### config.mk
export PLATFORM = sky130hd
export DESIGN_NAME = display_mode_scheduler
export DESIGN_NICKNAME = d
export VERILOG_FILES = /design/src/rtl/display_mode_scheduler.sv
export SDC_FILE = /design/constraint.sdc
export NUM_CORES = 1
export LEC_CHECK = 0
export ABC_AREA = 0
export CORE_MARGIN = 2
export CORE_UTILIZATION = 46
export DETAILED_ROUTE_END_ITERATION = 16
export GPL_ROUTABILITY_DRIVEN = 0
export GPL_TIMING_DRIVEN = 0
export SYNTH_ARGS = -nofsm -noshare
export SYNTH_HDL_FRONTEND = slang
export SYNTH_SLANG_ARGS = --single-unit
### constraint.sdc
create_clock -name clk -period 3.4 [get_ports clk]
set_input_delay 0.85 -clock clk [delete_from_list [all_inputs] [get_ports clk]]
set_output_delay 0.85 -clock clk [all_outputs]
set_load 0.1 [all_outputs]
### src/rtl/display_mode_scheduler.sv
// Display-mode change sequencer: debounces the two mode buttons, defers each change
// to a frame boundary and runs a clear handshake before committing the mux select.
module display_mode_scheduler #(
  parameter int DEB_CYCLES = 4,
  parameter int TIMEOUT    = 255
) (
  input  logic       clk,
  input  logic       rstb,
  input  logic       btn_2by2,
  input  logic       btn_3by3,
  input  logic       frame_done,
  input  logic       clr_ack,
  output logic       clr_req,
  output logic [1:0] mode_sel,
  output logic       mode_chg,
  output logic       busy,
  output logic       err_timeout
);

  localparam logic [1:0] MODE_SINGLE = 2'b00;
  localparam logic [1:0] MODE_2BY2   = 2'b01;
  localparam logic [1:0] MODE_3BY3   = 2'b10;
  localparam logic [7:0] DEB_LAST    = 8'(DEB_CYCLES - 1);
  localparam logic [7:0] TO_LAST     = 8'(TIMEOUT - 1);

  typedef enum logic [1:0] {IDLE, PEND, CLEAR, APPLY} state_t;

  // Bit 0 is the 2x2 button, bit 1 the 3x3 button.
  logic [1:0] raw_btn;
  logic [1:0] sync1_q, sync2_q, stable_q, press_q;
  logic [7:0] deb_cnt_q [2];

  assign raw_btn = {btn_3by3, btn_2by2};

  // NOTE: sequential state uses non-blocking assignments only, so every register
  // samples pre-edge values regardless of statement order inside the block.
  always_ff @(posedge clk or negedge rstb) begin
    if (!rstb) begin
      sync1_q  <= '0;
      sync2_q  <= '0;
      stable_q <= '0;
      press_q  <= '0;
      for (int i = 0; i < 2; i++) deb_cnt_q[i] <= '0;
    end else begin
      sync1_q <= raw_btn;
      sync2_q <= sync1_q;
      for (int i = 0; i < 2; i++) begin
        press_q[i] <= 1'b0;
        if (sync2_q[i] != stable_q[i]) begin
          if (deb_cnt_q[i] == DEB_LAST) begin
            stable_q[i]  <= sync2_q[i];
            press_q[i]   <= sync2_q[i];
            deb_cnt_q[i] <= '0;
          end else begin
            deb_cnt_q[i] <= deb_cnt_q[i] + 8'd1;
          end
        end else begin
          deb_cnt_q[i] <= '0;
        end
      end
    end
  end

  state_t     state_q;
  logic [1:0] tgt_q, slot_tgt_q, mode_sel_q;
  logic [7:0] to_cnt_q;
  logic       slot_q, clr_req_q, mode_chg_q, busy_q, err_q;

  logic       press_any;
  logic [1:0] ref_mode, press_tgt, pend_tgt;

  // Each button toggles between its own mode and single; 3x3 wins a tie.
  function automatic logic [1:0] toggle_target(input logic [1:0] base, input logic is_3by3);
    if (is_3by3) return (base == MODE_3BY3) ? MODE_SINGLE : MODE_3BY3;
    return (base == MODE_2BY2) ? MODE_SINGLE : MODE_2BY2;
  endfunction

  assign press_any = |press_q;
  assign ref_mode  = (state_q == IDLE) ? mode_sel_q : tgt_q;
  assign press_tgt = toggle_target(ref_mode, press_q[1]);
  assign pend_tgt  = press_any ? press_tgt : tgt_q;

  always_ff @(posedge clk or negedge rstb) begin
    if (!rstb) begin
      state_q    <= IDLE;
      tgt_q      <= MODE_SINGLE;
      slot_q     <= 1'b0;
      slot_tgt_q <= MODE_SINGLE;
      mode_sel_q <= MODE_SINGLE;
      to_cnt_q   <= '0;
      clr_req_q  <= 1'b0;
      mode_chg_q <= 1'b0;
      busy_q     <= 1'b0;
      err_q      <= 1'b0;
    end else begin
      mode_chg_q <= 1'b0;
      case (state_q)
        IDLE: begin
          if (press_any && press_tgt != mode_sel_q) begin
            tgt_q   <= press_tgt;
            state_q <= PEND;
            busy_q  <= 1'b1;
          end
        end
        PEND: begin
          tgt_q <= pend_tgt;
          if (pend_tgt == mode_sel_q) begin
            state_q <= IDLE;
            busy_q  <= 1'b0;
          end else if (frame_done) begin
            state_q   <= CLEAR;
            clr_req_q <= 1'b1;
            to_cnt_q  <= '0;
          end
        end
        CLEAR: begin
          if (press_any) begin
            slot_q     <= 1'b1;
            slot_tgt_q <= press_tgt;
          end
          if (clr_ack || to_cnt_q == TO_LAST) begin
            if (!clr_ack) err_q <= 1'b1;
            clr_req_q  <= 1'b0;
            mode_sel_q <= tgt_q;
            mode_chg_q <= 1'b1;
            state_q    <= APPLY;
          end else begin
            to_cnt_q <= to_cnt_q + 8'd1;
          end
        end
        APPLY: begin
          // A press landing in APPLY replaces the slot; tgt_q already equals mode_sel.
          if (slot_q || press_any) begin
            tgt_q   <= press_any ? press_tgt : slot_tgt_q;
            slot_q  <= 1'b0;
            state_q <= PEND;
          end else begin
            state_q <= IDLE;
            busy_q  <= 1'b0;
          end
        end
        default: begin
          state_q <= IDLE;
          busy_q  <= 1'b0;
        end
      endcase
    end
  end

  assign clr_req     = clr_req_q;
  assign mode_sel    = mode_sel_q;
  assign mode_chg    = mode_chg_q;
  assign busy        = busy_q;
  assign err_timeout = err_q;

endmodule

==> impl_metrics.py, run 1 <==
metrics = {
    "sta": {
        "tightest_slew_ns": 0.965,
        "skew_ns": 0.00977,
        "finalSetupTns_ns": 0,
        "rsz0062_at_grt": "no",
        "drv_slew": 0,
        "min_period_ns": 2.66,
        "hold_viol": 0,
        "max-slew-margin-rel_pct": 35.5,
        "max_clock_freq_mhz": 376,
        "post-route-period-util_pct": 78.1,
        "setup_violations": 0,
        "setup_slack_ns": 0.743,
    },
    "grt": {
        "grt_busiest_layer": "met2",
        "use_met3_pct": 4.47,
        "use_met2_pct": 26.3,
        "grt_overflow_total": 0,
        "grt_pass1_wl_um": 7080,
        "track_usage_pct": 16.7,
        "antenna_found_initial": 0,
        "grt_max_degree": 34,
        "gr-usage-met1_pct": 22.3,
        "grt_pass1_vias": 1561,
    },
    "floorplan": {
        "ios": 12,
        "die_w_um": 74.4,
        "start_util_pct": 47.9,
        "core_area_um2": 4750,
        "die-area_um2": 5530,
        "die_h_um": 74.4,
        "fp-row-count": 25,
    },
    "yosys": {
        "syn-num-nets": 239,
        "synth.avg_cell_area_um2": 9.95,
        "async_flop_share_pct": 100,
        "synth_cell_types": 48,
        "seq_area_frac_synth_pct": 49.4,
        "netlist_area_um2": 2280,
        "synthCells": 229,
        "synth_flop_cell": "dfrtp_1",
        "synth-edff-count": 0,
        "ys_ff_latch": 45,
        "yosys_warnings": 0,
    },
    "routing": {
        "drt_iter0_markers": 105,
        "drc": 0,
        "antenna_left": 0,
        "via_per_inst": 5.36,
        "wl_per_cell_um": 13.2,
        "totalWireLength_um": 4170,
        "num_vias": 1695,
        "dr.pass1.iters": 4,
    },
    "clock_tree": {
        "cts_buffers": 5,
        "root_buffer": "clkbuf_8",
        "cts_hold_buf": 0,
        "clkSlewWorstSetupHoldPaths_ns": 0.09,
        "cts_tree": "yes",
        "cts_resized": 0,
        "cts.sinks": 45,
        "clk_latency_ns": 0.30,
        "clockBufferDepth": 2,
        "cts_setup_buffers": 0,
        "cts_max_level": 2,
    },
    "run": {
        "cap_violations": 0,
    },
    "worst_setup_path": {
        "critical-path-max-stage-delay_ns": 1.14,
        "reg2reg_depth": 6,
        "arrival_ns": 1.81,
        "cp_num_cells": 1,
        "path_cells": "clkdlybuf4s50_1",
        "crit_required_ns": 2.55,
        "cp_max_fo": 2,
        "slowest_stage": "clkdlybuf4s50_1",
        "cp.buffers_inverters": 1,
        "worst_setup_path_start_kind": "flip-flop",
        "rrSetupSlack_ns": 1.24,
        "critical_path_class": "reg2out",
        "path_delay_family": "buffers and inverters",
        "startpoint": "mode_sel[0]",
        "reg2reg_from": "mode_sel[1]",
        "cp-end-kind": "primary output",
    },
    "finish": {
        "fillers": 463,
        "drive_above_1_share_pct": 9.64,
        "nNetsFinal": 258,
        "layout_commonest_cell": "dfrtp_1",
        "layout_common_cells": "45 x dfrtp_1, 28 x nor2_1, 14 x nand2_1, 13 x inv_1",
        "n_antenna_cell": 0,
        "area_growth_pct": 13.6,
    },
    "power": {
        "p_clk_share_pct": 17.3,
        "p_int_mw": 1.21,
        "power.density_nw_per_um2": 807,
        "p_comb_share_pct": 43.5,
        "ir_worst_vdd_v": 0.000301,
        "p_seq_share_pct": 39.2,
        "power.share.switching_pct": 42.2,
        "cellLeakagePower_nw": 1.11,
        "p_sw_uw": 881,
    },
    "placement": {
        "portBuffers": 11,
        "dp_hpwl_um": 2920,
        "pre_cts_slack_ns": 0.653,
    },
    "status": {
        "run_status": "finished, final reports clean",
    },
    "hold_path": {
        "worstHoldPathType": "reg2reg",
        "hold_depth": 0,
        "min_from": "sync1_q[1]",
    },
}
==> layer usage <==
| layer | routed length [um] | up-vias |
|---|---|---|
| met5 | 0 | - |
| met4 | 66 | 0 |
| met3 | 159 | 8 |
| met2 | 1870 | 38 |
| met1 | 2070 | 809 |
| li1 | - | 840 |
==> state kept, by name, indices dropped and copies added (netlist names), named ones only <==
signal and cells:
slot_q 1, sync1_q 2, state_q 1, mode_chg 1
tgt_q 2, to_cnt_q 8, stable_q 2, clr_req 1
err_timeout 1, slot_tgt_q 2, mode_sel 2, deb_cnt_q 16
sync2_q 2, press_q 2, busy 1
==> cells by family (layout without fill, tap and decap cells) <==
| group | Yosys count | after routing | share of synthesized area [%] |
|---|---|---|---|
| AO/OA/AOI/OAI | 42 | 42 | 13.3 |
| XOR/XNOR | 17 | 17 | 6.53 |
| adder cells (fa/ha/maj) | 4 | 4 | 2.20 |
| buffers and inverters | 21 | 41 | 4.23 |
| flip-flops | 45 | 45 | 49.4 |
| multiplexers | 10 | 10 | 4.83 |
| AND/OR/NAND/NOR | 90 | 90 | 19.5 |
==> cell usage after synthesis, types with 5 or more instances <==
cell type	number	area, um2
mux2i_1	5	50.1
nand2_1	14	52.6
xor2_1	10	87.6
a21oi_1	8	40.0
dfrtp_1	45	1130
nand3_1	12	60.1
o21ai_0	12	60.1
nor2_1	28	105
nor3_1	9	45.0
inv_1	13	48.8
xnor2_1	7	61.3
==> layout make-up <==
| type | instances | area [um2] | area share, % |
|---|---|---|---|
| clock buffers | 7 | 96.3 | 3.72 |
| plain buffers | 7 | 43.8 | 1.69 |
| inverters | 14 | 52.6 | 2.03 |
| multi-input cells | 163 | 1060 | 40.8 |
| repair buffers | 12 | 125 | 4.83 |
| well taps | 67 | 83.8 | 3.24 |
| flip-flops and latches | 45 | 1130 | 43.5 |
| clock inverters | 1 | 5.00 | 0.193 |
==> power groups by stage <==
stage	clock (mW)	combinational, mW	sequential [mW]
after floorplan	0	0.574	0.947
after global placement	0	0.907	0.826
after detailed placement	0	0.910	0.829
after CTS	0.378	0.916	0.819
after global routing	0.394	1.01	0.843
final	0.361	0.910	0.819
==> stage by stage <==
stage,instances,total power [mW],util (%),area (um2),hold WS [ns]
5_1_grt,316,2.24,54.4,2590,0.361
3_3_place_gp,307,1.73,52.0,2470,0.332
6_report,316,2.09,54.4,2590,0.352
4_1_cts,316,2.11,54.4,2590,0.356
2_1_floorplan,229,1.52,-,2280,0.331
3_5_place_dp,308,1.74,52.3,2490,0.337
==> final timing paths <==
path	end
setup / recovery	mode_sel[0]
hold / removal	sync2_q[1]
setup reg to reg	to_cnt_q[5]
hold reg to reg	sync2_q[1]
max in group asynchronous	deb_cnt_q[4]
min in group asynchronous	tgt_q[1]
(Power assumes the default switching activity.)
==> run 2, diff against run 1 <==
--- a/config.mk
+++ b/config.mk
@@ -11,6 +11,7 @@
 export DETAILED_ROUTE_END_ITERATION = 16
 export GPL_ROUTABILITY_DRIVEN = 0
 export GPL_TIMING_DRIVEN = 0
+export PLACE_DENSITY = 0.66
 export SYNTH_ARGS = -nofsm -noshare
 export SYNTH_HDL_FRONTEND = slang
 export SYNTH_SLANG_ARGS = --single-unit
==> constraint.sdc (replaced) <==
create_clock -name clk -period 2.2 [get_ports clk]
set_input_delay 0.55 -clock clk [delete_from_list [all_inputs] [get_ports clk]]
set_output_delay 0.55 -clock clk [all_outputs]
set_load 0.1 [all_outputs]
==> run 2 against run 1 <==
  * Clock power increased by 46%
  * Critical path depth stayed put
  * First-iteration DRC count rose by 38%
  * Critical path type unchanged
  * Worst hold slack got worse by 0.18 ns
  * Non-clock buffer count grew 1
==> impl_metrics.py, run 2 (synthesized netlist as in run 1, its figures left out) <==
metrics = {
    "finish": {
        "layout_commonest_cell": "dfrtp_1",
        "layout_common_cells": "43 x dfrtp_1, 28 x nor2_1, 14 x nand2_1, 13 x inv_1",
        "area_growth_pct": 13.7,
        "final_cells": 317,
        "fin_area_um2": 2590,
        "utilization_pct": 54.5,
        "drive_above_1_share_pct": 11.2,
        "top_register": "deb_cnt_q",
        "top_regs": "deb_cnt_q: 16 flops, to_cnt_q: 8 flops",
        "nNetsFinal": 259,
        "largest_reg_flops": 16,
        "fillers": 441,
        "n_antenna_cell": 0,
    },
    "floorplan": {
        "die_h_um": 74.4,
        "fp-row-count": 25,
        "die_w_um": 74.4,
        "start_util_pct": 47.9,
        "ios": 12,
        "die-area_um2": 5530,
        "core_area_um2": 4750,
    },
    "worst_setup_path": {
        "path_delay_family": "buffers and inverters",
        "cp-end-kind": "primary output",
        "rrSetupSlack_ns": 0.14,
        "crit_required_ns": 1.65,
        "path_cells": "dlygate4sd2_1",
        "reg2reg_depth": 7,
        "arrival_ns": 1.54,
        "r2r-end": "to_cnt_q[2]",
        "cp_max_fo": 2,
        "critical_path_class": "reg2out",
        "worst_setup_path_start_kind": "flip-flop",
        "cp.buffers_inverters": 1,
        "slowest_stage": "dlygate4sd2_1",
        "critical-path-max-stage-delay_ns": 0.85,
        "reg2reg_from": "mode_sel[1]",
    },
    "routing": {
        "wl_per_cell_um": 13.2,
        "drt_iter0_markers": 145,
        "dr.pass1.iters": 4,
        "drc": 0,
        "totalWireLength_um": 4180,
        "antenna_left": 0,
        "via_per_inst": 5.26,
        "num_vias": 1669,
    },
    "sta": {
        "min_period_ns": 2.09,
        "max_clock_freq_mhz": 478,
        "hold_viol": 0,
        "drv_slew": 0,
        "skew_ns": 0.0110,
        "rsz0062_at_grt": "no",
        "finalSetupTns_ns": 0,
        "tightest_slew_ns": 0.951,
        "setup_violations": 0,
        "post-route-period-util_pct": 95.0,
        "max-slew-margin-rel_pct": 36.8,
    },
    "clock_tree": {
        "cts_buffers": 5,
        "root_buffer": "clkbuf_8",
        "cts.sinks": 45,
        "clk_latency_ns": 0.29,
        "cts_max_level": 2,
        "clkSlewWorstSetupHoldPaths_ns": 0.08,
        "clockBufferDepth": 2,
        "cts_tree": "yes",
    },
    "placement": {
        "place_inst": 308,
        "portBuffers": 11,
        "postPlaceCellArea_um2": 2490,
        "dp_hpwl_um": 2940,
    },
    "status": {
        "run_status": "finished, final reports clean",
    },
    "power": {
        "ir_worst_vdd_v": 0.000635,
        "cellLeakagePower_nw": 1.12,
        "finalPower_mw": 3.20,
        "power.density_nw_per_um2": 1230,
    },
    "run": {
        "cap_violations": 0,
    },
    "grt": {
        "antenna_found_initial": 0,
        "grt_pass1_wl_um": 7200,
        "grt_pass1_vias": 1570,
        "track_usage_pct": 16.9,
        "grt_max_degree": 31,
        "grt_overflow_total": 0,
    },
    "hold_path": {
        "worstHoldPathType": "in2async",
    },
}
## run 2: cell count changes in the layout (fill, tap and decap cells not counted), sizes merged
cell | previous run | this run
buf | 6 | 7
clkdlybuf4s50 | 10 | 4
dlygate4sd2 | 0 | 6
clkbuf | 10 | 9
clkinv | 1 | 2
## run 2: stage by stage
step           setup slack, ns  hold slack (ns)
2_1_floorplan           0.0552            0.254
5_1_grt                 0.0196            0.192
3_5_place_dp            -0.179            0.336
4_1_cts                 0.0237            0.182
6_report                 0.110            0.169
3_3_place_gp            -0.984            0.333
## run 2: repair_timing
item	CTS	global route
hold buffers	0	0
pin swaps	0	1
setup endpoints to repair	6	9
gates resized for setup	6	1
buffers inserted	0	1
## run 2: layout make-up
cell class                      instances  area [um2]  area share [%]
Clock inverter                          2        13.8           0.531
Timing Repair Buffer                   13         125            4.83
Sequential cell                        45        1130            43.7
Tap cell                               67        83.8            3.24
Clock buffer                            6        82.6            3.19
Buffer                                  7        43.8            1.69
Inverter                               14        52.6            2.03
Multi-Input combinational cell        163        1060            40.8
## run 2: report_power, final
| part | switching, mW | internal, mW |
|---|---|---|
| clock network | 0.273 | 0.255 |
| logic | 0.876 | 0.519 |
| registers | 0.221 | 1.05 |
## run 2: worst max path at each step
stage / cells after the start / from / endpoint
floorplan: 6 / mode_sel[1] / to_cnt_q[2]
global placement: 1 / rstb / mode_sel[1]
detailed placement: 7 / clr_ack / to_cnt_q[6]
CTS: 6 / mode_sel[1] / to_cnt_q[2]
global route: 7 / clr_ack / to_cnt_q[6]
finish: 1 / mode_sel[1] / mode_sel[1]
## run 2: routing by layer
layer | GRT usage, % | wire length (um) | share of wire [%]
met5 | 0 | 0 | 0
met4 | 6.75 | 106 | 2.5
met3 | 3.52 | 204 | 4.9
met2 | 25.0 | 1810 | 43
met1 | 24.3 | 2060 | 49
